### config.mk
export PLATFORM = sky130hd
export DESIGN_NAME = mab_sequencer_flat
export DESIGN_NICKNAME = d
export VERILOG_FILES = /design/src/rtl/mab_sequencer_if.sv /design/src/rtl/mab_sequencer.sv /design/src/flat_wrapper.sv
export SDC_FILE = /design/constraint.sdc
export NUM_CORES = 1
export LEC_CHECK = 0
export ABC_AREA = 1
export BUFFER_PORTS_ARGS = -buffer_cell sky130_fd_sc_hd__buf_2
export CAP_MARGIN = 10
export CORE_MARGIN = 10
export CORE_UTILIZATION = 51
export CTS_BUF_LIST = sky130_fd_sc_hd__clkbuf_8
export CTS_CLUSTER_DIAMETER = 150
export DETAILED_ROUTE_END_ITERATION = 10
export MAX_ROUTING_LAYER = met4
export PLACE_DENSITY_LB_ADDON = 0.3
export SLEW_MARGIN = 10
export SYNTH_ARGS = -nofsm -noshare
export SYNTH_HDL_FRONTEND = slang
export SYNTH_SLANG_ARGS = --single-unit
### constraint.sdc
create_clock -name clk -period 2.3 [get_ports clk]
set_clock_uncertainty 0.1 [all_clocks]
set_input_delay 0.23 -clock clk [delete_from_list [all_inputs] [get_ports clk]]
set_output_delay 0.23 -clock clk [all_outputs]
set_load 0.02 [all_outputs]
### src/rtl/mab_sequencer_if.sv
`default_nettype none
// =============================================================================
// Module : mab_sequencer_if
// Brief  : Request/source/MAB bundle between control unit, sequencer and memory.
// Rev    : 1.0  initial release
// =============================================================================
interface mab_sequencer_if #(
   parameter int AW    = 16,
   parameter int NSRC  = 5,
   parameter int SEL_W = 3
);
   logic                 req;
   logic [SEL_W-1:0]     sel;
   logic                 rw;
   logic                 bw;
   logic [NSRC*AW-1:0]   src_addr;
   logic                 calc_done;
   logic [AW-1:0]        mab_out;
   logic                 mab_valid;
   logic                 mab_rw;
   logic                 mab_bw;
   logic                 busy;
   logic                 mab_done;
   logic                 sel_err;
   logic                 align_err;
   logic                 timeout_err;

   modport master (
      output req, sel, rw, bw, src_addr, calc_done,
      input  mab_out, mab_valid, mab_rw, mab_bw, busy, mab_done,
             sel_err, align_err, timeout_err
   );

   modport slave (
      input  req, sel, rw, bw, src_addr, calc_done,
      output mab_out, mab_valid, mab_rw, mab_bw, busy, mab_done,
             sel_err, align_err, timeout_err
   );
endinterface
`default_nettype wire

### src/rtl/mab_sequencer.sv
`default_nettype none
// =============================================================================
// Module : mab_sequencer
// Brief  : Selects an address source on req, registers it onto the MAB with
//          wait states, bounded calc wait, word alignment and error flags.
// Rev    : 1.0  initial release
// =============================================================================
module mab_sequencer #(
   parameter int AW           = 16,
   parameter int NSRC         = 5,
   parameter int SEL_W        = 3,
   parameter int DEFAULT_SRC  = 0,
   parameter int CALC_SRC     = 2,
   parameter int WAIT_STATES  = 0,
   parameter int CALC_TIMEOUT = 8
) (
   input  logic             clk,
   input  logic             rst,
   mab_sequencer_if.slave   bus
);
   localparam int CNT_MAX = (WAIT_STATES > CALC_TIMEOUT) ? WAIT_STATES : CALC_TIMEOUT;
   localparam int CNT_W   = $clog2(CNT_MAX + 1);
   localparam logic [CNT_W-1:0] C_WAIT     = CNT_W'(WAIT_STATES);
   localparam logic [CNT_W-1:0] C_TMO_LAST = CNT_W'(CALC_TIMEOUT - 1);
   localparam logic [SEL_W-1:0] C_DEF_SEL  = SEL_W'(DEFAULT_SRC);
   localparam logic [SEL_W-1:0] C_CALC_SEL = SEL_W'(CALC_SRC);

   typedef enum logic [1:0] {
      ST_IDLE = 2'd0,
      ST_CALC = 2'd1,
      ST_XFER = 2'd2
   } state_t;

   state_t            r_state;
   logic [CNT_W-1:0]  r_cnt;
   logic [AW-1:0]     r_mab_out;
   logic              r_mab_valid;
   logic              r_mab_rw;
   logic              r_mab_bw;
   logic              r_busy;
   logic              r_mab_done;
   logic              r_sel_err;
   logic              r_align_err;
   logic              r_timeout_err;
   logic              r_sel_acc;
   logic              r_align_acc;
   logic              r_timeout_acc;

   logic [AW-1:0]     w_src [NSRC];
   logic              w_sel_ok;
   logic [SEL_W-1:0]  w_eff_sel;
   logic              w_to_calc;
   logic              w_load_bw;
   logic [AW-1:0]     w_load_src;
   logic [AW-1:0]     w_load_addr;
   logic              w_misalign;

   for (genvar gi = 0; gi < NSRC; gi++) begin : g_src
      assign w_src[gi] = bus.src_addr[gi*AW +: AW];
   end

   // One load path serves both the accept edge and the CALC resolution edge.
   always_comb begin
      w_sel_ok   = (32'(bus.sel) < 32'(NSRC));
      w_eff_sel  = w_sel_ok ? bus.sel : C_DEF_SEL;
      w_to_calc  = (w_eff_sel == C_CALC_SEL) && !bus.calc_done;
      w_load_bw  = bus.bw;
      w_load_src = w_src[w_eff_sel];
      if (r_state == ST_CALC) begin
         w_load_bw  = r_mab_bw;
         w_load_src = bus.calc_done ? w_src[CALC_SRC] : w_src[DEFAULT_SRC];
      end
      w_misalign  = !w_load_bw && w_load_src[0];
      w_load_addr = {w_load_src[AW-1:1], w_load_src[0] & w_load_bw};
   end

   always_ff @(posedge clk or posedge rst) begin
      if (rst) begin
         r_state       <= ST_IDLE;
         r_cnt         <= '0;
         r_mab_out     <= '0;
         r_mab_valid   <= 1'b0;
         r_mab_rw      <= 1'b0;
         r_mab_bw      <= 1'b0;
         r_busy        <= 1'b0;
         r_mab_done    <= 1'b0;
         r_sel_err     <= 1'b0;
         r_align_err   <= 1'b0;
         r_timeout_err <= 1'b0;
         r_sel_acc     <= 1'b0;
         r_align_acc   <= 1'b0;
         r_timeout_acc <= 1'b0;
      end else begin
         r_mab_done    <= 1'b0;
         r_sel_err     <= 1'b0;
         r_align_err   <= 1'b0;
         r_timeout_err <= 1'b0;
         case (r_state)
            ST_IDLE: begin
               if (bus.req) begin
                  r_mab_rw      <= bus.rw;
                  r_mab_bw      <= bus.bw;
                  r_busy        <= 1'b1;
                  r_sel_acc     <= !w_sel_ok;
                  r_timeout_acc <= 1'b0;
                  if (w_to_calc) begin
                     r_state     <= ST_CALC;
                     r_cnt       <= '0;
                     r_align_acc <= 1'b0;
                  end else begin
                     r_state     <= ST_XFER;
                     r_cnt       <= C_WAIT;
                     r_mab_out   <= w_load_addr;
                     r_align_acc <= w_misalign;
                     r_mab_valid <= 1'b1;
                  end
               end
            end
            ST_CALC: begin
               if (bus.calc_done || (r_cnt == C_TMO_LAST)) begin
                  r_state       <= ST_XFER;
                  r_cnt         <= C_WAIT;
                  r_mab_out     <= w_load_addr;
                  r_align_acc   <= w_misalign;
                  r_timeout_acc <= !bus.calc_done;
                  r_mab_valid   <= 1'b1;
               end else begin
                  r_cnt <= r_cnt + 1'b1;
               end
            end
            ST_XFER: begin
               if (r_cnt == '0) begin
                  r_state       <= ST_IDLE;
                  r_mab_valid   <= 1'b0;
                  r_busy        <= 1'b0;
                  r_mab_done    <= 1'b1;
                  r_sel_err     <= r_sel_acc;
                  r_align_err   <= r_align_acc;
                  r_timeout_err <= r_timeout_acc;
               end else begin
                  r_cnt <= r_cnt - 1'b1;
               end
            end
            default: begin
               r_state     <= ST_IDLE;
               r_mab_valid <= 1'b0;
               r_busy      <= 1'b0;
            end
         endcase
      end
   end

   assign bus.mab_out     = r_mab_out;
   assign bus.mab_valid   = r_mab_valid;
   assign bus.mab_rw      = r_mab_rw;
   assign bus.mab_bw      = r_mab_bw;
   assign bus.busy        = r_busy;
   assign bus.mab_done    = r_mab_done;
   assign bus.sel_err     = r_sel_err;
   assign bus.align_err   = r_align_err;
   assign bus.timeout_err = r_timeout_err;
endmodule
`default_nettype wire

### src/flat_wrapper.sv
// flat-port wrapper written by rule: the top's interface ports become plain ports
module mab_sequencer_flat 
#(
   parameter int AW           = 16,
   parameter int NSRC         = 5,
   parameter int SEL_W        = 3,
   parameter int DEFAULT_SRC  = 0,
   parameter int CALC_SRC     = 2,
   parameter int WAIT_STATES  = 0,
   parameter int CALC_TIMEOUT = 8
)
  (clk, rst, bus_req, bus_sel, bus_rw, bus_bw, bus_src_addr, bus_calc_done, bus_mab_out, bus_mab_valid, bus_mab_rw, bus_mab_bw, bus_busy, bus_mab_done, bus_sel_err, bus_align_err, bus_timeout_err);
  mab_sequencer_if #(.AW(AW), .NSRC(NSRC), .SEL_W(SEL_W)) bus_i ();
  input  logic clk;
  input  logic rst;
  input wire logic [$bits(bus_i.req)-1:0] bus_req;
  input wire logic [$bits(bus_i.sel)-1:0] bus_sel;
  input wire logic [$bits(bus_i.rw)-1:0] bus_rw;
  input wire logic [$bits(bus_i.bw)-1:0] bus_bw;
  input wire logic [$bits(bus_i.src_addr)-1:0] bus_src_addr;
  input wire logic [$bits(bus_i.calc_done)-1:0] bus_calc_done;
  output wire logic [$bits(bus_i.mab_out)-1:0] bus_mab_out;
  output wire logic [$bits(bus_i.mab_valid)-1:0] bus_mab_valid;
  output wire logic [$bits(bus_i.mab_rw)-1:0] bus_mab_rw;
  output wire logic [$bits(bus_i.mab_bw)-1:0] bus_mab_bw;
  output wire logic [$bits(bus_i.busy)-1:0] bus_busy;
  output wire logic [$bits(bus_i.mab_done)-1:0] bus_mab_done;
  output wire logic [$bits(bus_i.sel_err)-1:0] bus_sel_err;
  output wire logic [$bits(bus_i.align_err)-1:0] bus_align_err;
  output wire logic [$bits(bus_i.timeout_err)-1:0] bus_timeout_err;
  assign bus_i.req = bus_req;
  assign bus_i.sel = bus_sel;
  assign bus_i.rw = bus_rw;
  assign bus_i.bw = bus_bw;
  assign bus_i.src_addr = bus_src_addr;
  assign bus_i.calc_done = bus_calc_done;
  assign bus_mab_out = bus_i.mab_out;
  assign bus_mab_valid = bus_i.mab_valid;
  assign bus_mab_rw = bus_i.mab_rw;
  assign bus_mab_bw = bus_i.mab_bw;
  assign bus_busy = bus_i.busy;
  assign bus_mab_done = bus_i.mab_done;
  assign bus_sel_err = bus_i.sel_err;
  assign bus_align_err = bus_i.align_err;
  assign bus_timeout_err = bus_i.timeout_err;
  mab_sequencer #(.AW(AW), .NSRC(NSRC), .SEL_W(SEL_W), .DEFAULT_SRC(DEFAULT_SRC), .CALC_SRC(CALC_SRC), .WAIT_STATES(WAIT_STATES), .CALC_TIMEOUT(CALC_TIMEOUT)) u_core (.clk(clk), .rst(rst), .bus(bus_i));
endmodule
==> summary.txt <==
Status
  – Outcome: finished clean

Timing
  – Relative slew slack: a little under two thirds
  – Final Hold Fails: 0
  – Worst Max-Slew Pin Slew: between 500 and 600 ps
  – Setup TNS: 0 ps
  – Final period utilization: 86.0%
  – Clock period minus worst slack: 1980 ps
  – Slew Viols, Final: 0
  – RSZ-0062 raised after global routing: false
  – Hold_ws: between 60 and 70 ps
  – Fmax: 505 MHz
  – Final setup violation count: 0

CTS
  – Setup bufs post-CTS: 0
  – Clock latency on the worst-skew pair: slightly below 300 ps
  – H-Tree Depth: 2
  – Clock Tree Buf Depth: 2
  – TritonCTS clock tree: yes
  – Clock Sinks: 33
  – Clock-pin slew on the worst setup and hold paths: ~70 ps
  – Root Buffer: clkbuf_8
  – CTS buffer count: 5

Logic synthesis
  – Sequential share of the synthesized area: 28.3%
  – Cells after Synth: 481
  – #FFs+latches synth: 33
  – Synth top area cells: dfrtp_1 (28%), nand2_1 (16%), inv_1 (15%)
  – Library cells used by synthesis: 24
  – Share of the synthesized area in the top cell type: about 28%
  – Largest area contributor in the netlist: dfrtp_1
  – Mapped Nets: between 500 and 600
  – Average size of a mapped cell: roughly 6 µm²
  – Mapped Area: 2920 µm²
  – Yosys warns: 0

Layout
  – Layout area overhead: 23.9%
  – Number of antenna diodes: 0
  – Fraction of layout cells with a size suffix above 1: 22.6%
  – Leading cell types in the layout, fill and taps excluded: inv_1 (120), nand2_1 (120), buf_2 (112)
  – Footprint of the multi-input gates: around 1500 µm²
  – Reg area: 826 µm²
  – Fillcell total: between 500 and 600
  – Nets: 682

Routing
  – Detailed-route via count: ~3,400
  – Total wire length: ~9100 µm
  – Initial DRC count: approximately 240
  – Routed wire per std cell: between 10 and 15 µm
  – DR pass1 iterations: 4
  – DRT antenna net count: 0
  – DR vias/cell: between 5 and 6
  – Post-route DRC: 0

Critical path
  – Worst setup EP type: flip-flop
  – Worst-path maximum fanout: 16
  – Cells on worst reg2reg path: 8
  – CP peak stage delay: ~420 ps
  – Crit path required time: about 2400 ps
  – CP Launch Type: flip-flop
  – Critical path arrival: between 2000 and 2500 ps
  – CP Class: flip-flop to flip-flop
  – R2R Setup Slk: between 300 and 400 ps
  – Max stage delay cell, worst path: dfrtp_1
  – Reg-to-reg startpoint: u_core.r_state[1]
  – Cell with the most instances on the worst path: inv_1
  – Crit path cell chain: inv_1 > ha_1 > inv_1 > a21oi_1 > nand3_2 > buf_4 > nand2_1 > a21boi_1
  – Worst R2R End: u_core.bus.mab_out[12]

Floorplanning
  – # rows: 27
  – Initial core utilization: roughly 53%
  – Die height: roughly 96 µm
  – Width of the die: approximately 96 µm
  – Core Region: 5540 µm²
  – Ports: about 110
  – Die area: ~9200 µm²

Worst hold path
  – Hold endpoint: u_core.bus.mab_rw
  – Hold path cells: 2
  – Worst min path class: input port to flip-flop
  – HP Start: bus_rw

GRT
  – Global Route Usage Sum: between 20% and 30%
  – Vias in the first global route: 3,517
  – First-pass GRT wire length: around 15,000 µm
  – GR Overflow Total: 0
  – Largest net degree at the start of global routing: 34
  – Initial antenna violation count: 0

Placement
  – GPL Wtd Cong: approximately 0.9
  – Buffers on Ports: approximately 110
  – Post-DP HPWL: between 6000 and 7000 µm

Pwr
  – PD cells: between 1000 and 1500 nW/µm²
  – VDD IR max: 534 µV
  – P_leak: around 2.3 nW

Flow run
  – Max_cap viols: 0
flip-flops by register name, summed over array words and instances, names as in the netlist:
signal and count:
u_core.bus.mab_done 1, u_core.bus.align_err 1, u_core.bus.mab_valid 1, u_core.bus.timeout_err 1, u_core.r_timeout_acc 1, u_core.bus.mab_out 16, u_core.r_cnt 4, u_core.bus.mab_bw 1
u_core.bus.sel_err 1, u_core.bus.mab_rw 1, u_core.bus.busy 1, u_core.r_state 2, u_core.r_sel_acc 1, u_core.r_align_acc 1
power breakdown:
part	switching (mW)	internal [mW]	leakage [nW]
Clock	0.238	0.349	0.0626
Combinational	1.35	0.774	1.80
Sequential	0.150	0.848	0.398
Total	1.74	1.97	2.26
how the worst max path moves through the flow:
stage | from | to | slack (ps) | cells past startpoint
3_5_place_dp | bus_sel[0] | u_core.bus.mab_out[1] | 260 | 8
4_1_cts | u_core.r_state[1] | u_core.bus.mab_out[12] | 200 | 6
2_1_floorplan | u_core.r_state[0] | u_core.bus.mab_out[10] | 650 | 9
5_1_grt | u_core.r_state[1] | u_core.bus.mab_out[9] | 120 | 8
3_3_place_gp | u_core.r_state[1] | u_core.bus.mab_out[8] | 320 | 6
6_report | u_core.r_state[1] | u_core.bus.mab_out[12] | 320 | 8
what timing repair did:
action                     in CTS  in global routing
hold buffers                    1                  0
setup endpoints to repair       0                  4
resized for setup               0                  1
hold endpoints to repair       33                  0
Yosys cell counts:
cell        n
a21boi_0    1
a21boi_1   15
a21oi_1     5
buf_1       1
buf_2       6
buf_4       3
buf_6       6
clkbuf_1    7
dfrtp_1    33
ha_1        6
inv_1     119
inv_2       1
mux2_2      1
nand2_1   121
nand3_1    54
nand3_2     2
nand3b_1    1
nand4_1     3
nor2_1     28
o211ai_1   15
o21ai_0    49
o22ai_1     2
xnor2_1     1
xor2_1      1
per-stage QoR:
stage | area, µm² | instances | power [mW] | worst slack (ps) | util (%)
6_report | 3620 | 660 | 3.71 | 321 | 65.3
5_1_grt | 3620 | 660 | 4.08 | 122 | 65.3
4_1_cts | 3620 | 660 | 3.73 | 202 | 65.3
3_5_place_dp | 3490 | 651 | 3.13 | 256 | 63.0
3_3_place_gp | 3490 | 651 | 3.07 | 320 | 63.0
2_1_floorplan | 2920 | 481 | 2.51 | 648 | -
logic make-up after synthesis:
family	synth area share (%)
xor+xnor	0.600
buf+inv	20.6
flops	28.3
fa+ha+maj	2.57
simple gates	30.0
compound gates	17.6
mux	0.385
per-layer routing:
metal / wire length, µm / vias to the layer above / global-route usage, % / share of wire [%]
li1: - / 1692 / - / -
met1: 3700 / 1529 / 23.5 / 41
met2: 4620 / 135 / 35.9 / 51
met3: 572 / 20 / 3.77 / 6.3
met4: 182 / 0 / 6.88 / 2.0
met5: 0 / - / - / 0
worst max-delay path: cells and delay by family (launching register included):
family,cells,cell delay [ps]
DFF,1,420
buffers and inverters,3,450
adders and majority gates,1,390
AOI/OAI and AO/OA,2,360
and+or+nand+nor,2,160
layout make-up:
type,count,share of cell area (%)
clock buffers,6,2.28
clock inverters,2,0.934
inverters,120,12.4
multi-input cells,305,41.4
flip-flops and latches,33,22.8
well taps,72,2.49
repair buffers,122,17.6
No activity file was read; power rests on OpenSTA's default activity.
